File: config.mk
export PLATFORM = sky130hd
export DESIGN_NAME = pwm_drv
export DESIGN_NICKNAME = d
export VERILOG_FILES = /design/src/rtl/pwm_drv.sv
export SDC_FILE = /design/constraint.sdc
export NUM_CORES = 1
export LEC_CHECK = 0
export CORE_MARGIN = 2
export CORE_UTILIZATION = 65
export CTS_BUF_LIST = sky130_fd_sc_hd__clkbuf_8
export DETAILED_ROUTE_END_ITERATION = 8
export PLACE_DENSITY = 0.87
export SETUP_SLACK_MARGIN = 0.15
export SLEW_MARGIN = 10
export SYNTH_ARGS = -nofsm -noshare
export SYNTH_HDL_FRONTEND = slang
export SYNTH_SLANG_ARGS = --single-unit
File: constraint.sdc
create_clock -name clk -period 4.69 [get_ports clk]
set_input_delay 0.7035 -clock clk [delete_from_list [all_inputs] [get_ports clk]]
set_output_delay 0.7035 -clock clk [all_outputs]
set_load 0.005 [all_outputs]
File: src/rtl/pwm_drv.sv
// Sign-magnitude H-bridge PWM driver: signed duty word -> forward/reverse channel
// with period-aligned updates and a dead period on every direction reversal.
`timescale 1ns/1ps
module pwm_drv #(
    parameter int DUTY_W    = 14,
    parameter int DEAD_PRDS = 1
) (
    input  logic                     clk,
    input  logic                     rst_n,
    input  logic signed [DUTY_W-1:0] duty,
    input  logic                     wrt_duty,
    output logic                     CH_A,
    output logic                     CH_B,
    output logic                     prd_strt,
    output logic                     duty_ack
);
    localparam int CNT_W = DUTY_W - 1;
    localparam int DC_W  = (DEAD_PRDS < 2) ? 1 : $clog2(DEAD_PRDS + 1);
    localparam logic [CNT_W-1:0] CNT_MAX   = '1;
    localparam logic [DC_W-1:0]  DEAD_INIT = DC_W'(DEAD_PRDS);

    typedef enum logic [1:0] {OFF, RUN_A, RUN_B, DEAD} state_e;
    typedef enum logic [1:0] {DIR_NONE, DIR_FWD, DIR_REV} dir_e;

    function automatic dir_e dir_of(input logic signed [DUTY_W-1:0] v);
        if (v == '0)
            dir_of = DIR_NONE;
        else if (v[DUTY_W-1])
            dir_of = DIR_REV;
        else
            dir_of = DIR_FWD;
    endfunction

    // Magnitude with saturation: the most negative word would need CNT_W+1 bits.
    function automatic logic [CNT_W-1:0] mag_of(input logic signed [DUTY_W-1:0] v);
        logic signed [DUTY_W:0] ext;
        logic signed [DUTY_W:0] neg;
        ext = {v[DUTY_W-1], v};
        neg = -ext;
        if (!v[DUTY_W-1])
            mag_of = v[CNT_W-1:0];
        else if (neg[DUTY_W-1])
            mag_of = CNT_MAX;
        else
            mag_of = neg[CNT_W-1:0];
    endfunction

    function automatic state_e run_state(input dir_e d);
        case (d)
            DIR_FWD: run_state = RUN_A;
            DIR_REV: run_state = RUN_B;
            default: run_state = OFF;
        endcase
    endfunction

    logic [CNT_W-1:0]         cnt_q, cnt_d;
    logic signed [DUTY_W-1:0] shadow_q, shadow_d;
    logic                     pend_q, pend_d;
    logic [CNT_W-1:0]         mag_q, mag_d;
    state_e                   state_q, state_d;
    logic [DC_W-1:0]          dead_q, dead_d;
    logic                     ch_a_q, ch_a_d;
    logic                     ch_b_q, ch_b_d;
    logic                     bnd;
    logic                     consume;
    dir_e                     tgt_dir;
    logic [CNT_W-1:0]         tgt_mag;

    always_comb begin
        cnt_d    = cnt_q + CNT_W'(1);
        bnd      = (cnt_q == CNT_MAX);
        tgt_dir  = dir_of(shadow_q);
        tgt_mag  = mag_of(shadow_q);
        state_d  = state_q;
        mag_d    = mag_q;
        dead_d   = dead_q;
        consume  = 1'b0;

        if (bnd) begin
            unique case (state_q)
                OFF: begin
                    if (pend_q) begin
                        consume = 1'b1;
                        state_d = run_state(tgt_dir);
                        mag_d   = tgt_mag;
                    end
                end
                RUN_A: begin
                    if (pend_q) begin
                        consume = 1'b1;
                        if (tgt_dir == DIR_REV) begin
                            state_d = DEAD;
                            dead_d  = DEAD_INIT;
                        end else begin
                            state_d = run_state(tgt_dir);
                            mag_d   = tgt_mag;
                        end
                    end
                end
                RUN_B: begin
                    if (pend_q) begin
                        consume = 1'b1;
                        if (tgt_dir == DIR_FWD) begin
                            state_d = DEAD;
                            dead_d  = DEAD_INIT;
                        end else begin
                            state_d = run_state(tgt_dir);
                            mag_d   = tgt_mag;
                        end
                    end
                end
                DEAD: begin
                    // Dead time is fixed; late writes only retarget the exit direction.
                    if (dead_q <= DC_W'(1)) begin
                        consume = pend_q;
                        state_d = run_state(tgt_dir);
                        mag_d   = tgt_mag;
                    end else begin
                        dead_d = dead_q - DC_W'(1);
                    end
                end
            endcase
        end

        // A strobe on the boundary cycle lands in the shadow after it was sampled.
        shadow_d = wrt_duty ? duty : shadow_q;
        pend_d   = wrt_duty | (pend_q & ~consume);

        ch_a_d = (state_d == RUN_A) && (cnt_d < mag_d);
        ch_b_d = (state_d == RUN_B) && (cnt_d < mag_d);
    end

    always_ff @(posedge clk or negedge rst_n) begin
        if (!rst_n) begin
            cnt_q    <= '0;
            shadow_q <= '0;
            pend_q   <= 1'b0;
            mag_q    <= '0;
            state_q  <= OFF;
            dead_q   <= '0;
            ch_a_q   <= 1'b0;
            ch_b_q   <= 1'b0;
        end else begin
            cnt_q    <= cnt_d;
            shadow_q <= shadow_d;
            pend_q   <= pend_d;
            mag_q    <= mag_d;
            state_q  <= state_d;
            dead_q   <= dead_d;
            ch_a_q   <= ch_a_d;
            ch_b_q   <= ch_b_d;
        end
    end

    assign CH_A     = ch_a_q;
    assign CH_B     = ch_b_q;
    assign prd_strt = (cnt_q == '0) & rst_n;
    assign duty_ack = bnd & consume;

endmodule

==> summary.md, run 1 <==
| Metric | Value |
|---|---|
| Post-DP HPWL | 5979 µm |
| Lkg Pwr | 1.416 nW |
| Per-cell routed wire length | 18.99 µm |
| FF-to-FF End | CH_B |
| Avg Cell Area, Syn | 8.857 µm² |
| Nets | 399 |
| Slew @ Worst Pin | 0.7578 ns |
| Row count | 25 |
| Slew headroom | 49.48% |
| Worst hold stages | 2 |
| Most frequent cells after synthesis | 45 x dfrtp_1, 32 x nor2_1, 27 x nand2_1, 27 x o21ai_0, 15 x ha_1 |
| Ys Warns | 0 |
| Top_reg_cell synth | dfrtp_1 |
| TritonCTS buffer count | 5 |
| CTS tree | done |
| Vias in the first global route | 2687 |
| Initial core utilization | 66.83% |
| Area of the core | 0.004692 mm² |
| Max Slew Vio Count | 0 |
| Max Freq | 0.2731 GHz |
| CP required | 4.88 ns |
| GPL Wtd Cong | 0.9281 |
| Critical R2R Launch | shadow_q[0] |
| Area of the die | 0.005396 mm² |
| Filler cells | 348 |
| Pwr Total | 774.2 µW |
| Drc violations | 0 |
| Critical Path Source Type | flip-flop |
| Critical path arrival | 3.85 ns |
| Maxcap violations | 0 |
| Reg clk slew, reported paths | 0.09 ns |
| First-pass GRT wire length | 13240 µm |
| H-tree depth | 2 |
| Crit share post-route | 78.06% |
| Reg-to-reg slack, setup | 1.03 ns |
| Ant diodes | 0 |
| Overflow after GRT | 0 |
| Via count | 2892 |
| Hold slack | 0.5113 ns |
| Chip width | 73.46 µm |
| Post-synth EDFFs | 0 |
| Layout cells sized above 1 | 10.33% |
| RSZ-0062 raised after global routing | no |
| Worst setup path class | reg -> reg |
| Setup Fix Bufs, Post-CTS | 0 |
| Root buf cell | clkbuf_8 |
| Synth unique cells | 65 |
| Setup Viol. Count Final | 0 |
| Syn Nets | 386 |
| Status | complete, no violations |
| Pre-antenna DRT Iters | 8 |
| Top-count cell post-synth | dfrtp_1 |
| Port Buffers | 20 |
| Crit path time final | 3.661 ns |
| Post-synthesis sequential area ratio | 35.91% |
| TNS Setup | 0 ns |
| Die Y | 73.46 µm |
| Worst Hold Launch | mag_q[12] |
| Share of the synthesized area in the top cell type | 35.91% |
| Clock Tree Buf Depth | 2 |
| Flops & latches, synth | 45 |
| # IOs | 21 |
| Clock skew | 0.008278 ns |
| GRT Total Usage | 32.31% |
| Depth of the most critical reg-to-reg path | 14 |
| Cell Area, Synth | 0.003136 mm² |
| Worst Hold Class | reg -> reg |
| Largest net degree at the start of global routing | 46 |
| TritonCTS Sinks | 45 |
| Share of async-settable or async-resettable flops after synthesis | 100.0% |
| PwrDens | 225.8 mW/mm² |
| WHS Endpoint | mag_q[12] |
| CTS resizes | 0 |
| Synth area leaders | dfrtp_1 36%, ha_1 6.0%, o21ai_0 4.3%, xnor2_1 3.9%, nor2_1 3.8% |
| Area grow syn2layout | 9.378% |
| Drt total wl | 8015 µm |
| Post-DRT Antenna Nets | 0 |
| Clk_lat worst skew | 0.31 ns |
| Peak supply drop | 0.1518 mV |
| Fin. Hold Viols | 0 |
| Antenna violations before repair | 0 |
| Mapped Cells | 354 |
| Avg Vias per Cell | 6.853 |
| CP Max Fanout | 4 |
| DRT iter0 DRCs | 346 |
| Final Core Density | 73.09% |
| Cts hold-fix bufs | 0 |
| Crit. End Element | flip-flop |
| Dominant cell type by area after synthesis | dfrtp_1 |
==> worst max-delay path, stage by stage (launching register included) <==
cell	delay [ns]
dfrtp_1	0.41
inv_1	0.12
ha_1	0.20
nor4b_2	0.35
a31o_1	0.27
a21oi_1	0.14
nor2b_1	0.30
o21ai_0	0.23
o21a_1	0.24
ha_1	0.33
and4_1	0.22
and2_1	0.15
o21ai_0	0.14
o211ai_1	0.15
nor4_2	0.30
==> where the power goes <==
part           leakage (nW)  switching, mW  internal (mW)
registers             0.580         0.0231          0.399
clock network        0.0467          0.137          0.101
logic                 0.789         0.0612         0.0526
total                  1.42          0.221          0.553
==> worst max-delay path by stage <==
stage          slack (ns)  endpoint        start  cells past startpoint
2_1_floorplan        1.61      CH_B  shadow_q[0]                     15
3_3_place_gp         1.36      CH_B  shadow_q[0]                     14
3_5_place_dp         1.14      CH_B  shadow_q[0]                     14
4_1_cts              1.11      CH_B  shadow_q[0]                     14
5_1_grt              0.76      CH_B  shadow_q[1]                     14
6_report             1.03      CH_B  shadow_q[0]                     14
==> stage by stage <==
stage	setup WS [ns]	cell area [µm²]	std cells
3_5_place_dp	1.142	3346	414
2_1_floorplan	1.607	3136	354
5_1_grt	0.7580	3430	422
3_3_place_gp	1.362	3346	414
4_1_cts	1.110	3430	422
6_report	1.029	3430	422
==> placed cells by master, fill, tap and decap left out, types with 8 or more instances in the layout <==
| master | instances |
|---|---|
| ha_1 | 15 |
| inv_1 | 13 |
| clkdlybuf4s50_1 | 19 |
| o21ai_0 | 27 |
| mux2_2 | 9 |
| nand3_1 | 12 |
| nand2b_1 | 8 |
| dfrtp_1 | 45 |
| a21o_1 | 8 |
| xnor2_1 | 14 |
| nor3_1 | 14 |
| nor2_1 | 32 |
| a21oi_1 | 14 |
| nand2_1 | 27 |
==> flip-flops by register name, summed over array words and instances, names as in the netlist <==
| signal | cells |
|---|---|
| pend_q | 1 |
| cnt_q | 13 |
| CH_A | 1 |
| mag_q | 13 |
| CH_B | 1 |
| state_q | 2 |
| shadow_q | 14 |
==> cell families (layout without fill, tap and decap cells) <==
family / count (synthesis) / in the layout / synth area share [%]
fa+ha+maj: 15 / 15 / 5.986
simple gates: 142 / 142 / 24.94
compound gates: 99 / 99 / 21.75
xor+xnor: 16 / 16 / 4.469
flops: 45 / 45 / 35.91
mux: 9 / 9 / 3.232
buf+inv: 28 / 42 / 3.711
==> per-layer routing <==
metal	part of all wire, %	vias up	global-route usage (%)
li1	-	1329	-
met3	7.7	31	6.447
met2	47	151	51.39
met5	0	-	0
met1	42	1381	44.11
met4	2.9	0	10.91
==> final cells by class <==
class / count / area [µm²] / area share, %
multi-input combinational: 281 / 1893 / 55.20
sequential: 45 / 1126 / 32.83
timing repair buffer: 23 / 217.7 / 6.348
clock buffer: 5 / 68.82 / 2.007
tap: 54 / 67.56 / 1.970
inverter: 11 / 41.29 / 1.204
clock inverter: 3 / 15.01 / 0.4378
Note: power is estimated with default switching activity, not from simulation.
==> run 2, diff against run 1 <==
- CORE_UTILIZATION: 65 -> 61
- PLACE_DENSITY: 0.87 -> 0.82
- clock period: 4.69 -> 3.6 ns (I/O delays scaled with it)
==> summary.md, run 2 (synthesis results as in run 1) <==
| Metric | Value |
|---|---|
| Status | complete, no violations |
| Critical Path Source Type | flip-flop |
| Crit share post-route | 89.98% (+12 points) |
| Via count | 2832 (-2.1%) |
| Layout cells sized above 1 | 15.12% (+4.8 points) |
| Biggest regs | shadow_q: 14 flops, cnt_q: 13 flops, mag_q: 13 flops |
| Area of the die | 0.005730 mm² (+6.2%) |
| Post-DRT Antenna Nets | 0 (unchanged) |
| CP Max Fanout | 6 (+2) |
| Slew @ Worst Pin | 0.7463 ns (-0.01146 ns) |
| # IOs | 21 (unchanged) |
| Largest net degree at the start of global routing | 46 (unchanged) |
| Clk_lat worst skew | 0.29 ns (-0.02 ns) |
| Worst Setup Slack, final | 0.3608 ns (-0.6679 ns) |
| Multi-input logic area | 0.001929 mm² (+1.9%) |
| Ant diodes | 0 (unchanged) |
| Pre-antenna DRT Iters | 5 (-3) |
| H-tree depth | 2 (unchanged) |
| Commonest non-fill, non-tap cells in the layout | 45 x dfrtp_1, 32 x nor2_1, 27 x nand2_1 |
| Post-route insts no fill | 447 (+5.9%) |
| TritonCTS buffer count | 5 (unchanged) |
| Max Slew Vio Count | 0 (unchanged) |
| Lkg Pwr | 1.469 nW (+3.7%) |
| Most common cell after layout, fill and taps aside | dfrtp_1 |
| TNS Setup | 0 ns (unchanged) |
| Biggest register | shadow_q |
| Depth of the most critical reg-to-reg path | 15 (+1) |
| Placement Setup Slack | 0.1536 ns (-0.9880 ns) |
| First-pass GRT wire length | 12800 µm (-3.3%) |
| Chip width | 75.70 µm (+3.0%) |
| Port Buffers | 20 (unchanged) |
| Max reg flops | 14 (unchanged) |
| Root buf cell | clkbuf_8 |
| Die Y | 75.70 µm (+3.0%) |
| Reg clk slew, reported paths | 0.09 ns (about the same) |
| Filler cells | 398 (+14%) |
| Maxcap violations | 0 (unchanged) |
| Vias in the first global route | 2699 (+0.45%) |
| Crit. End Element | flip-flop |
| Hold slack | 0.4073 ns (-0.1040 ns) |
| Clock Tree Buf Depth | 2 (unchanged) |
| Clock skew | 0.008437 ns (+0.0001596 ns) |
| Slew headroom | 50.09% (+0.61 points) |
| Crit path time final | 3.239 ns (-0.4221 ns) |
| Final Core Density | 70.57% (-2.5 points) |
| Row count | 26 (+4.0%) |
| Antenna violations before repair | 0 (unchanged) |
| Drc violations | 0 (unchanged) |
| GPL Wtd Cong | 0.8938 (-3.7%) |
| GRT Total Usage | 29.94% (-2.4 points) |
| Avg Vias per Cell | 6.336 (-7.6%) |
| Setup Viol. Count Final | 0 (unchanged) |
| Max Freq | 0.3087 GHz (+13%) |
| Critical path arrival | 3.39 ns (-0.46 ns) |
| PwrDens | 283.5 mW/mm² (+26%) |
| TritonCTS Sinks | 45 (unchanged) |
| Area grow syn2layout | 13.49% |
| Fin. Hold Viols | 0 (unchanged) |
| Drt total wl | 7919 µm (-1.2%) |
| Per-cell routed wire length | 17.72 µm (-6.7%) |
| Initial core utilization | 62.18% (-4.6 points) |
| DRT iter0 DRCs | 173 (-50%) |
| Dpl cells | 437 (+5.6%) |
| CTS tree | done |
| Post-DP HPWL | 6012 µm (+0.56%) |
| CP required | 3.76 ns (-1.12 ns) |
| Area of the core | 0.005042 mm² (+7.5%) |
| Peak supply drop | 0.1960 mV (+29%) |
| RSZ-0062 raised after global routing | no |
| Worst setup path class | reg -> reg |
| Register area | 0.001126 mm² (unchanged) |
| Nets | 409 (+2.5%) |
| Overflow after GRT | 0 (unchanged) |
| Worst Hold Class | in -> async |
==> run 2: cell count changes in the layout (fill, tap and decap cells not counted), sizes merged <==
cell,before,now
buf,4,14
clkinv,0,1
inv,13,12
clkinvlp,1,0
==> run 2: path summary, 6_finish.rpt <==
path | slack, ns | startpoint | endpoint
min in group clk | 0.52 | mag_q[12] | mag_q[12]
hold / removal | 0.41 | rst_n | shadow_q[10]
hold reg to reg | 0.52 | mag_q[12] | mag_q[12]
setup reg to reg | 0.36 | shadow_q[0] | CH_B
setup / recovery | 0.36 | shadow_q[0] | CH_B
max in group asynchronous | 2.80 | rst_n | mag_q[1]
==> run 2: stage by stage <==
step           power, mW  area [µm²]
2_1_floorplan     0.6499        3136
3_5_place_dp      0.7096        3418
5_1_grt            1.058        3558
6_report           1.009        3558
4_1_cts            1.011        3508
3_3_place_gp      0.7071        3418
==> run 2: where the power goes <==
part / leakage (nW) / internal, mW / switching, mW
clock network: 0.0454 / 0.132 / 0.169
logic: 0.844 / 0.0753 / 0.0820
registers: 0.580 / 0.520 / 0.0304
==> run 2: what timing repair did <==
item                       CTS  global route
pin swaps                    0             7
setup endpoints to repair    2             2
resized for setup            1            13
hold buffers                 0             0
hold endpoints to repair     0             0
buffers inserted             0             3
==> run 2: layout make-up <==
type,count,share of cell area [%]
Clock inverter,2,0.3516
Clock buffer,5,1.934
Sequential cell,45,31.65
Timing Repair Buffer,33,8.228
Inverter,11,1.160
Multi-Input combinational cell,281,54.22
Tap cell,70,2.461
==> run 2: layer usage <==
metal | up-vias | wire [µm] | global-route usage, %
li1 | 1352 | - | -
met3 | 16 | 486 | 5.423
met5 | - | 0 | 0
met4 | 0 | 152 | 7.992
met1 | 1358 | 3541 | 41.63
met2 | 106 | 3738 | 48.41
==> run 2: worst max-delay path, cell delays in order, from the launching register on <==
cell      delay, ns
dfrtp_1        0.43
inv_2          0.10
ha_2           0.19
nor4b_4        0.27
a31o_1         0.26
a21oi_2        0.10
a21boi_2       0.16
buf_4          0.17
nor2_1         0.06
a31o_2         0.22
ha_1           0.30
nand4_1        0.14
nor2_1         0.15
o21ai_0        0.13
a311oi_2       0.32
nor4_2         0.08
==> run 3, diff against run 2 <==
--- a/config.mk
+++ b/config.mk
@@ -8,6 +8,6 @@
 export CORE_MARGIN = 2
-export CORE_UTILIZATION = 61
-export CTS_BUF_LIST = sky130_fd_sc_hd__clkbuf_8
+export CORE_UTILIZATION = 60
+export CTS_BUF_LIST = sky130_fd_sc_hd__clkbuf_16
 export DETAILED_ROUTE_END_ITERATION = 8
-export PLACE_DENSITY = 0.82
+export PLACE_DENSITY = 0.81
 export SETUP_SLACK_MARGIN = 0.15
--- a/constraint.sdc
+++ b/constraint.sdc
@@ -3,2 +3,2 @@
 set_output_delay 0.54 -clock clk [all_outputs]
-set_load 0.005 [all_outputs]
+set_load 0.02 [all_outputs]
==> summary.md, run 3 (synthesis results as in run 1) <==
| Metric | Value |
|---|---|
| Clk_lat worst skew | 0.29 ns (about the same) |
| Worst setup path class | reg -> reg |
| Pre-antenna DRT Iters | 5 (unchanged) |
| Lkg Pwr | 1.518 nW (+3.4%) |
| Setup Viol. Count Final | 0 (unchanged) |
| FF-to-FF End | CH_B |
| Area of the die | 0.005820 mm² (+1.6%) |
| Fin. Hold Viols | 0 (unchanged) |
| Biggest register | shadow_q |
| Crit path time final | 3.277 ns (+0.03815 ns) |
| Post-DP HPWL | 5992 µm (-0.33%) |
| TritonCTS buffer count | 5 (unchanged) |
| GRT Total Usage | 29.48% (-0.45 points) |
| Drt total wl | 8453 µm (+6.7%) |
| Pwr Total | 1.170 mW (+16%) |
| Peak supply drop | 0.2473 mV (+26%) |
| Clock skew | 0.005249 ns (-0.003189 ns) |
| Clock Tree Buf Depth | 2 (unchanged) |
| Die Y | 76.29 µm (+0.79%) |
| Critical Path Source Type | flip-flop |
| Crit. End Element | flip-flop |
| Max reg flops | 14 (unchanged) |
| Area grow syn2layout | 17.32% |
| Largest net degree at the start of global routing | 46 (unchanged) |
| Overflow after GRT | 0 (unchanged) |
| CTS tree | done |
| Depth of the most critical reg-to-reg path | 15 (unchanged) |
| Nets | 413 (+0.98%) |
| Port Buffers | 20 (unchanged) |
| Status | complete, no violations |
| TNS Setup | 0 ns (unchanged) |
| Maxcap violations | 0 (unchanged) |
| DRT iter0 DRCs | 261 (+51%) |
| Via count | 2891 (+2.1%) |
| Row count | 26 (unchanged) |
| First-pass GRT wire length | 13720 µm (+7.2%) |
| GPL Wtd Cong | 0.9095 (+1.8%) |
| Max Slew Vio Count | 0 (unchanged) |
| Critical R2R Launch | shadow_q[0] |
| Initial core utilization | 61.79% (-0.40 points) |
| Crit share post-route | 91.04% (+1.1 points) |
| Slew headroom | 52.86% (+2.8 points) |
| Ant diodes | 0 (unchanged) |
| Cts hold-fix bufs | 0 (unchanged) |
| Critical path arrival | 3.47 ns (+0.08 ns) |
| Root buf cell | clkbuf_16 |
| Area of the core | 0.005075 mm² (+0.65%) |
| Reg clk slew, reported paths | 0.07 ns (-0.02 ns) |
| Biggest regs | shadow_q: 14 flops, cnt_q: 13 flops, mag_q: 13 flops |
| Most common cell after layout, fill and taps aside | dfrtp_1 |
| Slew @ Worst Pin | 0.7049 ns (-0.04147 ns) |
| Filler cells | 400 (+0.50%) |
| CP required | 3.80 ns (+0.04 ns) |
| Chip width | 76.29 µm (+0.79%) |
| Worst Hold Class | in -> async |
| H-tree depth | 2 (unchanged) |
| Post-route insts no fill | 452 (+1.1%) |
| PwrDens | 318.2 mW/mm² (+12%) |
| Layout cells sized above 1 | 16.23% (+1.1 points) |
| # IOs | 21 (unchanged) |
| Dpl cells | 439 (+0.46%) |
| Drc violations | 0 (unchanged) |
| Commonest non-fill, non-tap cells in the layout | 44 x dfrtp_1, 32 x nor2_1, 27 x nand2_1 |
| Max Freq | 0.3051 GHz (-1.2%) |
| RSZ-0062 raised after global routing | no |
| Per-cell routed wire length | 18.70 µm (+5.6%) |
| Avg Vias per Cell | 6.396 (+0.95%) |
| Reg-to-reg slack, setup | 0.32 ns (-0.04 ns) |
| TritonCTS Sinks | 45 (unchanged) |
| Antenna violations before repair | 0 (unchanged) |
| Vias in the first global route | 2761 (+2.3%) |
| Post-DRT Antenna Nets | 0 (unchanged) |
| CP Max Fanout | 4 (-2) |
## run 3: cell count changes in the layout (fill, tap and decap cells not counted), moves of 2 or more
| cell | delta |
|---|---|
| a21oi_1 | +2 |
| buf_4 | +4 |
| clkinv_2 | +2 |
| clkbuf_16 | +5 |
| clkbuf_8 | -5 |
| a21oi_2 | -2 |
| inv_2 | -2 |
## run 3: how the worst max path moves through the flow
| stage | from | endpoint | cells after the start |
|---|---|---|---|
| after floorplan | shadow_q[0] | CH_B | 15 |
| after global placement | shadow_q[1] | CH_B | 15 |
| after detailed placement | shadow_q[1] | CH_A | 14 |
| after CTS | shadow_q[1] | CH_A | 15 |
| after global routing | shadow_q[0] | CH_A | 15 |
| final | shadow_q[0] | CH_B | 15 |
## run 3: metal layers
layer,track usage (%),part of all wire (%),routed length [µm],vias up
met4,10.91,2.7,229,0
met1,42.33,44,3712,1364
met5,0,0,0,-
met3,4.028,5.7,484,23
li1,-,-,-,1371
met2,45.66,48,4025,133
## run 3: power by group
| part | internal (mW) | switching, mW | total [mW] |
|---|---|---|---|
| clock | 0.255 | 0.199 | 0.453 |
| combinational | 0.0783 | 0.0856 | 0.164 |
| sequential | 0.521 | 0.0327 | 0.553 |
| total | 0.854 | 0.317 | 1.17 |
## run 3: repair_timing
action                     in CTS  in global routing
resized for setup               2                 13
setup endpoints to repair       2                  2
cloned                          0                  0
buffers inserted                0                  5
pin swaps                       0                  5
## run 3: per-stage QoR
step | hold WS [ns] | cell area (µm²) | utilization, % | setup WS (ns)
after global routing | 0.4652 | 3679 | 72.49 | 0.1410
final | 0.3842 | 3679 | 72.49 | 0.3227
after global placement | 0.4839 | 3433 | 67.65 | 0.2178
after detailed placement | 0.5170 | 3433 | 67.65 | 0.1356
after floorplan | 0.2444 | 3136 | - | 0.5166
after CTS | 0.4289 | 3587 | 70.69 | 0.1691
## run 3: cell type report
cell class / count / area [µm²] / share of cell area, %
clock inverter: 3 / 17.52 / 0.4762
tap: 70 / 87.58 / 2.381
clock buffer: 5 / 125.1 / 3.401
timing repair buffer: 37 / 322.8 / 8.776
multi-input combinational: 281 / 1957 / 53.20
sequential: 45 / 1127 / 30.65
inverter: 11 / 41.29 / 1.122
## run 3: critical path, cell delays in order (launching register included)
cell	delay [ns]
dfrtp_1	0.41
inv_1	0.13
ha_1	0.22
nor4b_4	0.24
a31o_1	0.27
a21oi_2	0.11
a21boi_2	0.17
buf_4	0.14
nor2_1	0.04
or2_2	0.29
ha_1	0.31
and4_1	0.20
and2_1	0.15
o21ai_0	0.14
o211ai_1	0.14
nor4_2	0.22
==> variant 1: new RTL, flow settings as in run 2 <==
Add an input register stage for `duty` and `wrt_duty`, without a reset; this delays them by one clock.
--- a/src/rtl/pwm_drv.sv
+++ b/src/rtl/pwm_drv.sv
@@ -22,4 +22,12 @@
     typedef enum logic [1:0] {OFF, RUN_A, RUN_B, DEAD} state_e;
     typedef enum logic [1:0] {DIR_NONE, DIR_FWD, DIR_REV} dir_e;
+
+    logic signed [DUTY_W-1:0] duty_q;
+    logic wrt_duty_q;
+
+    always_ff @(posedge clk) begin
+        duty_q     <= duty;
+        wrt_duty_q <= wrt_duty;
+    end
 
     function automatic dir_e dir_of(input logic signed [DUTY_W-1:0] v);
@@ -124,6 +132,6 @@
 
         // A strobe on the boundary cycle lands in the shadow after it was sampled.
-        shadow_d = wrt_duty ? duty : shadow_q;
-        pend_d   = wrt_duty | (pend_q & ~consume);
+        shadow_d = wrt_duty_q ? duty_q : shadow_q;
+        pend_d   = wrt_duty_q | (pend_q & ~consume);
 
         ch_a_d = (state_d == RUN_A) && (cnt_d < mag_d);
Function: same outputs for any inputs over 10 cycles, from zero or initial values and one cycle with rst_n low; that may be too few to reach the edited logic, so the function may still have changed.
==> variant 1 against run 2 <==
- cell area is 21% higher
- fmax is 3.9% lower
- sequential cell count is 15 higher
- cell count is 13% higher
- power is 64% higher
- count of clock-buffer cells in the layout is 5 higher
- routed wire length is 25% higher
- global-route usage is 2.7 points higher
- clock power is 130% higher
- core utilization is 7.5 points higher
- critical path depth is 1 higher
- worst setup slack worse by 130 ps
- area after synthesis is 10% higher
- critical endpoint unchanged
- largest power group unchanged
==> variant 1: results (changes against run 2) <==
* Top Registers: duty_q: 14 flops, shadow_q: 14 flops
* Post-synthesis xor/xnor area fraction at 0.03540 (-0.009288)
* CP arrival at 3670 ps (+280 ps)
* Peak VDD IR at 0.0003135 V (+60%)
* Async S/R FF share, synth at 0.7500 (-0.2500)
* Multiplexer area fraction after synthesis at 0.04082 (+0.008501)
* Max FO, Critical Path at 7 (+1)
* Worst-skew pair later-pin latency at 360 ps (+70 ps)
* GR Layer Usage met3 at 0.08182 (+0.02759)
* Hpwl dp at 6.547 mm (+8.9%)
* Status: completed
* Adder-Cell Fraction of Synth Area at 0.05419 (-0.005666)
* Met2 Usage GRT at 0.4729 (-0.01118)
* Met3 wire length at 969 um (+99%)
* Layout cell share with drive strength beyond 1 at 0.2327 (+0.08153)
* Num CTS Buffers at 9 (+4)
* Drt first-iter violations at 531 (+210%)
* Clk_skew at 7.835 ps (-0.6027 ps)
* First-pass GRT wire length at 15.52 mm (+21%)
* Gp weighted congestion at 0.9984 (+12%)
* Clock-pin slew on the worst setup and hold paths at 70 ps (-20 ps)
* Placed cell count at 474 (+8.5%)
* Total wire length at 9.881 mm (+25%)
* Overall routing resource usage at 0.3261 (+0.02675)
* Syn Nets at 413 (+7.0%)
* Vias in the first global route at 3069 (+14%)
* Cell Area, Placed at 0.003807 sq mm (+11%)
* Pre-Repair DR Iteration Count at 6 (+1)
* Clk pwr share at 0.417 (+0.118)
* Hold Slack at 319.1 ps (-88.22 ps)
* Most frequent cells after synthesis: dfrtp_1, nand2_1, nor2_1, a21oi_1, o21ai_0
* Sw Ratio at 0.2703 (-0.009004)
* Compound-Gate Fraction of Synth Area at 0.2200 (+0.002536)
* Gate power share at 0.139 (-0.017)
* Detailed-route vias per instance at 6.678 (+5.4%)
* DP Worst Slack at 174.8 ps (+21.24 ps)
* Worst r2r path cells at 16 (+1)
* Slew HR at 0.4859 (-0.01500)
* Clock net power at 692 uW (+130%)
* DR WL met2 at 4.271 mm (+14%)
* R2R setup slack at 230 ps (-130 ps)
* Syn Area/Cell at 9.090 sq um (+2.6%)
* Static leakage at 1.814 nW (+24%)
* Achievable Freq at 296.7 MHz (-3.9%)
* Netlist cell types at 69 (+6.2%)
* H-tree levels at 3 (+1)
==> variant 1: cell types whose count changed after synthesis, sizes merged, moves of 6 or more <==
cell,delta
nor3,-6
dfxtp,+15
a21oi,+12
nand2,+17
inv,+8
==> variant 1: critical path, stage by stage (launching register included) <==
cell	delay, ps
dfrtp_2	480
nor4_4	420
buf_4	190
a41oi_4	140
nand2_2	140
nand2_1	90
buf_4	170
a21oi_1	180
nand2_1	110
o21ai_1	100
ha_1	270
nand4_1	120
inv_1	70
a41oi_1	240
o2111ai_2	170
a211oi_2	240
and2_1	170
==> variant 1: repair_timing <==
action | 4_1_cts | 5_1_grt
buffers inserted | 0 | 16
pin swaps | 0 | 13
hold buffers | 0 | 0
setup endpoints to repair | 2 | 2
resized for setup | 2 | 28
==> variant 1: cell type report <==
cell class	instances	area (sq um)
timing repair buffer	55	461.7
clock buffer	10	137.6
fill	336	1207
tap	72	90.09
inverter	20	75.07
clock inverter	6	88.84
multi-input combinational	283	2013
sequential	60	1433
==> variant 2: new RTL, config.mk and constraints of run 2 <==
Without the edit above. Set the parameter `DUTY_W` to 12 (it was 14).
--- a/src/rtl/pwm_drv.sv
+++ b/src/rtl/pwm_drv.sv
@@ -3,5 +3,5 @@
 `timescale 1ns/1ps
 module pwm_drv #(
-    parameter int DUTY_W    = 14,
+    parameter int DUTY_W    = 12,
     parameter int DEAD_PRDS = 1
 ) (
Ports: changed (resized duty); port bits go from 21 to 19. No check against the original RTL was run, so the function may have changed too.
==> variant 2 against run 2 <==
- sequential cell count down 6
- combinational power up 20%
- area after synthesis down 11%
- sequential power down 15%
- worst setup slack worse by 320 ps
- power down 2.6%
- clock power up 9.6%
- cell count down 11%
- cell area down 4.4%
- synthesized cell count down 14%
- core utilization up 7.1 points
- routed wire length down 3.4%
- critical path type unchanged
==> variant 2: results (changes against run 2) <==
* Status: completed
* Sequential area share after synthesis at 0.3514 (-0.007787)
* Crit path from: shadow_q[6]
* Most area-consuming cells after synthesis: dfrtp_1, ha_1, a21oi_1
* Fin util at 0.7763 (+0.07055)
* Most frequent cells after synthesis: dfrtp_1, nand2_1, nor2_1, a21oi_1, o21ai_0
* Largest net degree at the start of global routing at 40 (-13%)
* Static leakage at 1.425 nW (-3.0%)
* Via count at 2691 (-5.0%)
* CP arrival at 3750 ps (+360 ps)
* NetSw at 272.4 uW (-3.3%)
* Drt first-iter violations at 244 (+41%)
* Overall routing resource usage at 0.3080 (+0.008652)
* R2R setup slack at 40 ps (-320 ps)
* Worst r2r path cells at 12 (-3)
* # fillers at 301 (-24%)
* Max incr delay on CP at 580 ps (+150 ps)
* Peak VDD IR at 0.0002873 V (+47%)
* Max FO, Critical Path at 4 (-2)
* Slew HR at 0.5792 (+0.07828)
* Vias in the first global route at 2520 (-6.6%)
* Slowest CP cell: or4_4
* Layout cell share with drive strength beyond 1 at 0.2421 (+0.09088)
* Pre-Repair DR Iteration Count at 5 (unchanged)
* Critical Path End: CH_B
* Hpwl dp at 5.485 mm (-8.8%)
* Netlist cell types at 66 (+1.5%)
* Nets at 374 (-8.6%)
* Gp weighted congestion at 0.9518 (+6.5%)
* Total wire length at 7.646 mm (-3.4%)
* Port Buffers at 18 (-10%)
* Syn Nets at 332 (-14%)
variant 2: cell count changes after synthesis, moves of 6 or more:
cell	run 2	this run
o21ai_0	27	14
nor3_1	14	2
a21oi_1	14	23
nand2b_1	8	1
nand3_1	12	5
nor2_1	32	25
xnor2_1	14	7
dfrtp_1	45	39
variant 2: what timing repair did:
item                       CTS  global route
buffers inserted             3             2
resized for setup            9            12
pin swaps                    1             7
gates cloned                 0             0
setup endpoints to repair    2             2
variant 2: worst min path at each step:
stage / slack, ps / end / start
final: 360 / shadow_q[4] / rst_n
after global placement: 510 / cnt_q[0] / cnt_q[0]
after floorplan: 240 / CH_A / rst_n
after global routing: 410 / cnt_q[7] / rst_n
after CTS: 390 / mag_q[9] / rst_n
after detailed placement: 510 / cnt_q[0] / cnt_q[0]
variant 2: cells by family after synthesis:
family | share of synthesized area
mux | 0.04369
fa+ha+maj | 0.05856
compound gates | 0.2577
simple gates | 0.2063
buf+inv | 0.05090
flops | 0.3514
xor+xnor | 0.03153
variant 2: power by group through the flow:
stage               clock (mW)  sequential [mW]  combinational (mW)
global route             0.352            0.466               0.202
global placement             0            0.471               0.160
floorplan                    0            0.472              0.0974
detailed placement           0            0.472               0.162
CTS                      0.334            0.463               0.173
finish                   0.330            0.465               0.189
variant 2: layer usage:
layer,wire length [um],track usage
met1,3227,0.4135
met2,3492,0.4712
met3,776,0.1041
met4,149,0.1006
met5,0,0
variant 2: worst reg2reg max path, delay by kind of cell (launching register included):
family | cells | cell delay (ps)
adder cells (fa/ha/maj) | 1 | 200
AND/OR/NAND/NOR | 3 | 1000
AO/OA/AOI/OAI | 8 | 1870
flip-flops | 1 | 390
variant 2: cell type report:
cell class / count / share of cell area
multi-input combinational: 234 / 0.5132
clock buffer: 7 / 0.02831
tap: 52 / 0.01912
sequential: 39 / 0.2871
clock inverter: 1 / 0.002206
timing repair buffer: 55 / 0.1379
inverter: 11 / 0.01213
variant 2: through the flow:
stage                     hold WS (ps)  std cells  cell area, sq um  total power [mW]  worst slack (ps)
final                            359.8        399              3403            0.9827             40.34
after global placement           512.5        386              3158            0.6315             31.01
after detailed placement         514.8        386              3158            0.6346            -52.24
after CTS                        387.8        397              3318            0.9707             73.28
after global routing             405.6        399              3403             1.021            -60.33
after floorplan                  244.4        304              2778            0.5693             156.8
